File: src/rtl/cop2_issue.sv
`default_nettype none
// ============================================================================
// Module   : cop2_issue
// Function : Issue/transfer sequencer between the CPU pipeline and the GTE
//            coprocessor. It decodes COP2 instructions (MFC2/CFC2/MTC2/CTC2,
//            GTE commands, LWC2/SWC2), stalls the pipeline while a transfer
//            is in flight and routes data to/from the GTE.
// Option   : COP2_TIMEOUT_EN -- when defined, a WAIT_OUT watchdog aborts a
//            read after 255 idle cycles and pulses err.
// Revision : 1.0 - initial release
// ============================================================================
module cop2_issue (
  input  logic        clk,
  input  logic        rst,
  input  logic [31:0] instr,
  input  logic        instr_valid,
  input  logic [31:0] rt_data,
  input  logic [31:0] mem_rdata,
  input  logic        mem_valid,
  output logic        cpu_stall,
  output logic        wb_valid,
  output logic [4:0]  wb_rt,
  output logic [31:0] wb_data,
  output logic        st_valid,
  output logic [31:0] st_data,
  output logic        cfc2,
  output logic        ctc2,
  output logic        mfc2,
  output logic        mtc2,
  output logic        lwc2,
  output logic        swc2,
  output logic        inst_rdy,
  output logic        gte_sf,
  output logic        gte_lm,
  output logic [1:0]  gte_mx,
  output logic [1:0]  gte_vx,
  output logic [1:0]  gte_tx,
  output logic [5:0]  gte_cmd,
  output logic [4:0]  rd,
  output logic [31:0] reg_in,
  output logic        reg_in_rdy,
  input  logic [31:0] reg_out,
  input  logic        stalled,
  input  logic        out_avail,
  output logic        err
);

  localparam logic [1:0] S_IDLE      = 2'd0;
  localparam logic [1:0] S_LOAD_WAIT = 2'd1;
  localparam logic [1:0] S_ISSUE     = 2'd2;
  localparam logic [1:0] S_WAIT_OUT  = 2'd3;

  localparam logic [2:0] K_MFC2 = 3'd0;
  localparam logic [2:0] K_CFC2 = 3'd1;
  localparam logic [2:0] K_MTC2 = 3'd2;
  localparam logic [2:0] K_CTC2 = 3'd3;
  localparam logic [2:0] K_LWC2 = 3'd4;
  localparam logic [2:0] K_SWC2 = 3'd5;
  localparam logic [2:0] K_CMD  = 3'd6;

  logic [1:0]  state_q, state_d;
  logic [2:0]  kind_q, kind_d;
  logic [4:0]  rd_q, rd_d;
  logic [4:0]  wb_rt_q, wb_rt_d;
  logic        sf_q, sf_d, lm_q, lm_d;
  logic [1:0]  mx_q, mx_d, vx_q, vx_d, tx_q, tx_d;
  logic [5:0]  cmd_q, cmd_d;
  logic [31:0] reg_in_q, reg_in_d;
  logic [31:0] wb_data_q, wb_data_d;
  logic [31:0] st_data_q, st_data_d;
  logic        wb_valid_q, wb_valid_d;
  logic        st_valid_q, st_valid_d;

  logic        dec_cop2;
  logic [2:0]  dec_kind;
  logic        fire;
  logic        tmo_hit;
  logic        unused_bits;

  // Bits [9:6] carry no meaning for any COP2 form handled here.
  assign unused_bits = ^instr[9:6];

  // Classify the offered instruction; anything not listed is not ours.
  always_comb begin
    dec_cop2 = 1'b0;
    dec_kind = K_CMD;
    case (instr[31:26])
      6'b010010: begin
        if (instr[25]) begin
          dec_cop2 = 1'b1;
          dec_kind = K_CMD;
        end else begin
          case (instr[25:21])
            5'b00000: begin dec_cop2 = 1'b1; dec_kind = K_MFC2; end
            5'b00010: begin dec_cop2 = 1'b1; dec_kind = K_CFC2; end
            5'b00100: begin dec_cop2 = 1'b1; dec_kind = K_MTC2; end
            5'b00110: begin dec_cop2 = 1'b1; dec_kind = K_CTC2; end
            default:  dec_cop2 = 1'b0;
          endcase
        end
      end
      6'b110010: begin dec_cop2 = 1'b1; dec_kind = K_LWC2; end
      6'b111010: begin dec_cop2 = 1'b1; dec_kind = K_SWC2; end
      default:   dec_cop2 = 1'b0;
    endcase
  end

  // Strobe cycle: the GTE is not stalled while we sit in ISSUE.
  assign fire = (state_q == S_ISSUE) && !stalled;

`ifdef COP2_TIMEOUT_EN
  logic [7:0] tmo_cnt_q;

  // Count cycles spent waiting for GTE read data; cleared everywhere else.
  always_ff @(posedge clk) begin
    if (rst || (state_q != S_WAIT_OUT)) begin
      tmo_cnt_q <= 8'd0;
    end else if (tmo_cnt_q != 8'hFF) begin
      tmo_cnt_q <= tmo_cnt_q + 8'd1;
    end
  end

  // Data arriving on the last allowed cycle still wins over the timeout.
  assign tmo_hit = (state_q == S_WAIT_OUT) && (tmo_cnt_q == 8'hFF) && !out_avail;
`else
  assign tmo_hit = 1'b0;
`endif

  // Next-state and datapath capture for the issue sequence.
  always_comb begin
    state_d    = state_q;
    kind_d     = kind_q;
    rd_d       = rd_q;
    wb_rt_d    = wb_rt_q;
    sf_d       = sf_q;
    lm_d       = lm_q;
    mx_d       = mx_q;
    vx_d       = vx_q;
    tx_d       = tx_q;
    cmd_d      = cmd_q;
    reg_in_d   = reg_in_q;
    wb_data_d  = wb_data_q;
    st_data_d  = st_data_q;
    wb_valid_d = 1'b0;
    st_valid_d = 1'b0;
    case (state_q)
      S_IDLE: begin
        if (instr_valid && dec_cop2) begin
          kind_d   = dec_kind;
          rd_d     = ((dec_kind == K_LWC2) || (dec_kind == K_SWC2)) ? instr[20:16] : instr[15:11];
          wb_rt_d  = instr[20:16];
          sf_d     = instr[19];
          mx_d     = instr[18:17];
          vx_d     = instr[16:15];
          tx_d     = instr[14:13];
          lm_d     = instr[10];
          cmd_d    = instr[5:0];
          reg_in_d = rt_data;
          state_d  = (dec_kind == K_LWC2) ? S_LOAD_WAIT : S_ISSUE;
        end
      end
      S_LOAD_WAIT: begin
        if (mem_valid) begin
          reg_in_d = mem_rdata;
          state_d  = S_ISSUE;
        end
      end
      S_ISSUE: begin
        if (!stalled) begin
          if ((kind_q == K_MFC2) || (kind_q == K_CFC2) || (kind_q == K_SWC2)) begin
            state_d = S_WAIT_OUT;
          end else begin
            state_d = S_IDLE;
          end
        end
      end
      S_WAIT_OUT: begin
        if (out_avail) begin
          if (kind_q == K_SWC2) begin
            st_data_d  = reg_out;
            st_valid_d = 1'b1;
          end else begin
            wb_data_d  = reg_out;
            wb_valid_d = 1'b1;
          end
          state_d = S_IDLE;
        end else if (tmo_hit) begin
          state_d = S_IDLE;
        end
      end
      default: state_d = S_IDLE;
    endcase
  end

  // State and output registers; reset clears every field and pulse.
  always_ff @(posedge clk) begin
    if (rst) begin
      state_q    <= S_IDLE;
      kind_q     <= K_MFC2;
      rd_q       <= 5'd0;
      wb_rt_q    <= 5'd0;
      sf_q       <= 1'b0;
      lm_q       <= 1'b0;
      mx_q       <= 2'd0;
      vx_q       <= 2'd0;
      tx_q       <= 2'd0;
      cmd_q      <= 6'd0;
      reg_in_q   <= 32'd0;
      wb_data_q  <= 32'd0;
      st_data_q  <= 32'd0;
      wb_valid_q <= 1'b0;
      st_valid_q <= 1'b0;
    end else begin
      state_q    <= state_d;
      kind_q     <= kind_d;
      rd_q       <= rd_d;
      wb_rt_q    <= wb_rt_d;
      sf_q       <= sf_d;
      lm_q       <= lm_d;
      mx_q       <= mx_d;
      vx_q       <= vx_d;
      tx_q       <= tx_d;
      cmd_q      <= cmd_d;
      reg_in_q   <= reg_in_d;
      wb_data_q  <= wb_data_d;
      st_data_q  <= st_data_d;
      wb_valid_q <= wb_valid_d;
      st_valid_q <= st_valid_d;
    end
  end

  assign cpu_stall  = (state_q != S_IDLE);
  assign mfc2       = fire && (kind_q == K_MFC2);
  assign cfc2       = fire && (kind_q == K_CFC2);
  assign mtc2       = fire && (kind_q == K_MTC2);
  assign ctc2       = fire && (kind_q == K_CTC2);
  assign lwc2       = fire && (kind_q == K_LWC2);
  assign swc2       = fire && (kind_q == K_SWC2);
  assign inst_rdy   = fire && (kind_q == K_CMD);
  assign reg_in_rdy = fire && ((kind_q == K_MTC2) || (kind_q == K_CTC2) || (kind_q == K_LWC2));
  assign reg_in     = reg_in_q;
  assign rd         = rd_q;
  assign wb_rt      = wb_rt_q;
  assign wb_data    = wb_data_q;
  assign wb_valid   = wb_valid_q;
  assign st_data    = st_data_q;
  assign st_valid   = st_valid_q;
  assign gte_sf     = sf_q;
  assign gte_lm     = lm_q;
  assign gte_mx     = mx_q;
  assign gte_vx     = vx_q;
  assign gte_tx     = tx_q;
  assign gte_cmd    = cmd_q;
  assign err        = tmo_hit;

endmodule
`default_nettype wire

File: config.mk
export PLATFORM = sky130hd
export DESIGN_NAME = cop2_issue
export DESIGN_NICKNAME = d
export VERILOG_FILES = /design/src/rtl/cop2_issue.sv
export SDC_FILE = /design/constraint.sdc
export NUM_CORES = 1
export LEC_CHECK = 0
export ABC_AREA = 1
export CORE_ASPECT_RATIO = 0.75
export CORE_MARGIN = 2
export CORE_UTILIZATION = 43
export DETAILED_ROUTE_END_ITERATION = 6
export PLACE_DENSITY = 0.86
export SYNTH_ARGS = -nofsm -noshare
export SYNTH_HDL_FRONTEND = slang
export SYNTH_SLANG_ARGS = --single-unit
File: constraint.sdc
create_clock -name clk -period 2 [get_ports clk]
set_input_delay 0.2 -clock clk [delete_from_list [all_inputs] [get_ports clk]]
set_output_delay 0.2 -clock clk [all_outputs]
set_load 0.02 [all_outputs]
# Word-level counts from Yosys, hierarchy flattened
# Index checks and enable logic that the tools add are counted.
# W data, S select, Z words.
[totals]
regBits = 127
input_bits = 134
output_inout_bits = 132
[classes]
n_eq_ne = 21
n_mux = 19
n_bitwise = 3
reduce_logical = 29
[op_table]
columns = ["operator", "count"]
rows = [
  ["$mux W32", 2],
  ["$pmux W32 S2", 1],
  ["$eq A3 B3 Y1 const B", 5],
  ["$eq A6 B6 Y1 const B", 2],
  ["$mux W2", 6],
  ["$pmux W3 S4", 1],
  ["$eq A5 B3 Y1 const B", 2],
  ["$logic_and A1 B1 Y1", 10],
  ["$pmux W3 S3", 1],
  ["$reduce_and A3 Y1", 3],
  ["$ne A2 B2 Y1 const B", 4],
  ["$pmux W2 S4", 1],
  ["$eq A3 B2 Y1 const B", 2],
  ["$eq A6 B5 Y1 const B", 1],
  ["$eq A5 B2 Y1 const B", 1],
  ["$logic_not A5 Y1", 1],
  ["$logic_or A1 B1 Y1", 5],
  ["$mux W5", 1],
  ["$eq A2 B2 Y1 const B", 2],
  ["$mux W1", 4],
  ["$reduce_and A4 Y1", 1],
  ["$reduce_bool A2 Y1", 2],
  ["$reduce_or A4 Y1", 1],
  ["$eq A3 B1 Y1 const B", 1],
  ["other kinds (10)", 12],
]

# Depth between registers and ports, before layout
[logic_depth]
depth_word = 8
ltp_mapped = 10
mapped_depth_nobuf = 10

# Least setup slack after synthesis
# Ideal clock, no wire load.
[synth_timing]
path_kind = "reg-to-output"
start = "register state_q[1]"
end = "output mfc2"
t_arrival_ns = 1.345
slack_ns = 0.455
stages_incl_launch_ff = 7
path_buffers = 0
cell_sequence = "dfxtp_1 > inv_2 > nor3_1 > inv_1 > nor2_1 > inv_1 > nor3_1"
[synth_between]
elab_chain_len = 3
[synth_lines]
columns = ["item", "line_no", "text"]
rows = [
  ["from (decl)", "61", "logic [1:0] state_q, state_d;"],
  ["from (signal assigned)", "214", "state_q <= state_d;"],
  ["$eq A2 B2 Y1", "109", "assign fire = (state_q == S_ISSUE) && !stalled;"],
  ["$logic_and A1 B1 Y1", "109", ""],
  ["$logic_and A1 B1 Y1", "233", "assign mfc2 = fire && (kind_q == K_MFC2);"],
  ["to (decl)", "28", "output logic mfc2,"],
]
# Every way passes these cells.

# Worst setup path after layout
[layout_timing]
start = "register state_q[1]"
end = "output ctc2"
[layout_between]
elab_chain_len = 3
[layout_lines]
columns = ["item", "line_no", "text"]
rows = [
  ["$eq A2 B2 Y1", "109", ""],
  ["$logic_and A1 B1 Y1", "109", ""],
  ["$logic_and A1 B1 Y1", "236", "assign ctc2 = fire && (kind_q == K_CTC2);"],
  ["to (decl)", "27", "output logic ctc2,"],
]
# Every way passes these cells.

==> qor.csv <==
metric,value,unit
finalCritPeriodShare,94.28,%
start_util,44.32,%
setup_tns,0,ns
grt_pass1_wl,25430,um
cp_data_arrival_time,1.69,ns
syn-num-nets,864,
die_w,130.3,um
io_buffers,260,
drv_slew,0,
synthCells,730,
num_rows,34,
synth_fa_ha_area_share,0,%
hold_class,input port to register,
final-hold-violation-count,0,
mostFrequentLayoutCells,"clkdlybuf4s50_1 (252), nand2_1 (163), nor2_1 (144), dfxtp_1 (123), o21ai_0 (80)",
period_minus_slack,1.886,ns
die_h,98.76,um
grt.overflow.total,0,
drc,0,
drive_gt1_share,6.970,%
post-place-ws,-0.05099,ns
ant_nets,0,
grt_max_degree,47,
ys_warn_count,0,
globalplace.congestion,0.8568,
status,"finished, final reports clean",
synth-seq-cells,123,
worst_path_max_delay_cell,dlygate4sd2_1,
synth_top_family_by_area,simple AND/OR/NAND/NOR gates,
cts_max_level,4,
antenna_found_initial,0,
synth-simple-area-share,28.66,%
p_per_area,1049,mW/mm^2
pwr-share-comb,31.4,%
endpoint_kind,primary output,
first_iter_violations,200,
crit_path_max_incr_delay,0.36,ns
net-switching-power,2.847,mW
setup_ws,0.1145,ns
finalWirelength,16370,um
grtUsageTotal,24.78,%
detail_route.wl_per_cell,14.21,um
required,1.80,ns
cap_violations,0,
cts_tree,done,
path_class,register to primary output,
coreArea,0.01161,mm^2
hpwl,11830,um
cp_num_buf_inv,4,
synth-xor-area-share,0,%
worst_pin_slew,0.6101,ns
skew,0.01071,ns
synth-compound-area-share,14.51,%
clkPwrFrac,36.6,%
io_pins,266,
slew_headroom,59.26,%
vias,5558,
grt_pass1_vias,5263,
num-nets-final,1112,
crit_path_start_kind,register,
clk_latency,0.40,ns
p_int,6.053,mW
cts_buffers,17,
die_area,0.01287,mm^2
cts.clk_slew.worst_paths,0.06,ns
crit_top_cell,nor3_1,
diodes,0,
synth_cell_types,29,
crit_family,buffers and inverters,
ys_seq_area_share,47.84,%
path_cells,"inv_2, nor3_1, inv_1, buf_4, nor3_1, dlygate4sd2_1",
setup_viol,0,
avgSynthCellArea,7.051,um^2
p_leak,3.428,nW
seq_power_share,32.0,%
root_buffer,clkbuf_16,
switching_share,31.99,%
syn_area,0.005147,mm^2
syn_to_final_growth,64.80,%
final_common_cell,clkdlybuf4s50_1,
dr.pass1.iters,5,
muxShareOfSynthArea,0,%
rsz0062_at_grt,false,
cts_sinks,123,
cts.path.max_buffers,2,
max_freq,530.4,MHz
via_per_inst,4.825,
crit_fanout,4,
peakVddDrop,0.6712,mV
==> what timing repair did <==
item                                    4_1_cts  5_1_grt
cloned                                        0        0
buffers inserted                              0        0
endpoints found under the setup margin        8        2
gates resized for setup                       8        4
hold buffers                                  0        0
==> power groups by stage <==
stage | clock network, mW | registers (mW) | logic (mW)
floorplan | 0 | 3.22 | 1.35
global placement | 0 | 2.89 | 2.77
detailed placement | 0 | 2.90 | 2.80
CTS | 3.29 | 2.85 | 2.82
global route | 3.42 | 2.88 | 3.05
finish | 3.25 | 2.85 | 2.80
==> cell usage after synthesis, drive strengths merged <==
master | n | area share [%]
inv | 47 | 3.4
nor2 | 148 | 11
o31ai | 1 | 0.15
or2 | 1 | 0.12
o211ai | 1 | 0.15
nand3 | 39 | 4.1
buf | 33 | 4.2
nand2 | 165 | 12
conb | 1 | 0.073
clkinv | 1 | 0.073
dfxtp | 123 | 48
nand4 | 4 | 0.61
a21oi | 59 | 5.7
nor3 | 4 | 0.39
clkbuf | 16 | 1.2
o22ai | 1 | 0.12
o21ai | 86 | 8.4
==> layout make-up <==
type                       instances  area [um^2]
clock inverter                    13        190.2
timing repair buffer             278         2774
fill                             912         3131
inverter                          48        180.2
sequential                       123         2462
tap                              162        202.7
clock buffer                      18        439.2
multi-input combinational        510         2235
==> worst register-to-register path: cells and delay by family, from the launching register on <==
family / cells / cell delay [ns]
flip-flops: 1 / 0.31
buffers and inverters: 3 / 0.64
AND/OR/NAND/NOR: 4 / 0.37
AO/OA/AOI/OAI: 1 / 0.16
==> cells by family after synthesis <==
group	after synthesis
simple gates	361
flops	123
other cells	1
compound gates	148
buf+inv	97
==> sequential cells by signal (all words and copies together) (netlist names) <==
register  cells
state_q       2
gte_tx        2
st_data      32
gte_vx        1
st_valid      1
kind_q        3
rd            5
wb_valid      1
wb_rt         5
gte_cmd       6
gte_lm        1
reg_in       32
wb_data      32
==> worst paths after layout <==
kind	endpoint	slack, ns	startpoint	depth (start not counted)
worst min register to register	gte_cmd[0]	0.44	gte_cmd[0]	2
worst max register to register	reg_in[6]	0.45	state_q[0]	8
worst min-delay path	st_data[5]	0.41	reg_out[5]	3
worst max-delay path	ctc2	0.11	state_q[1]	6
==> layer usage <==
layer | global-route usage [%] | wire, um | up-vias
met2 | 42.13 | 7689 | 210
met5 | 0 | 0 | -
met4 | 7.283 | 245 | 0
li1 | - | - | 2815
met1 | 28.52 | 6619 | 2514
met3 | 10.48 | 1817 | 19
==> per-stage QoR <==
step	power (mW)	util, %	std cells	instance area, um^2	hold WS [ns]
finish	8.900	73.04	1152	8483	0.4069
floorplan	4.572	-	730	5147	0.3349
global placement	5.663	67.70	1121	7863	0.4289
CTS	8.954	73.03	1152	8482	0.3870
global route	9.353	73.04	1152	8483	0.4148
detailed placement	5.700	67.70	1121	7863	0.4329
(Power assumes the default switching activity.)
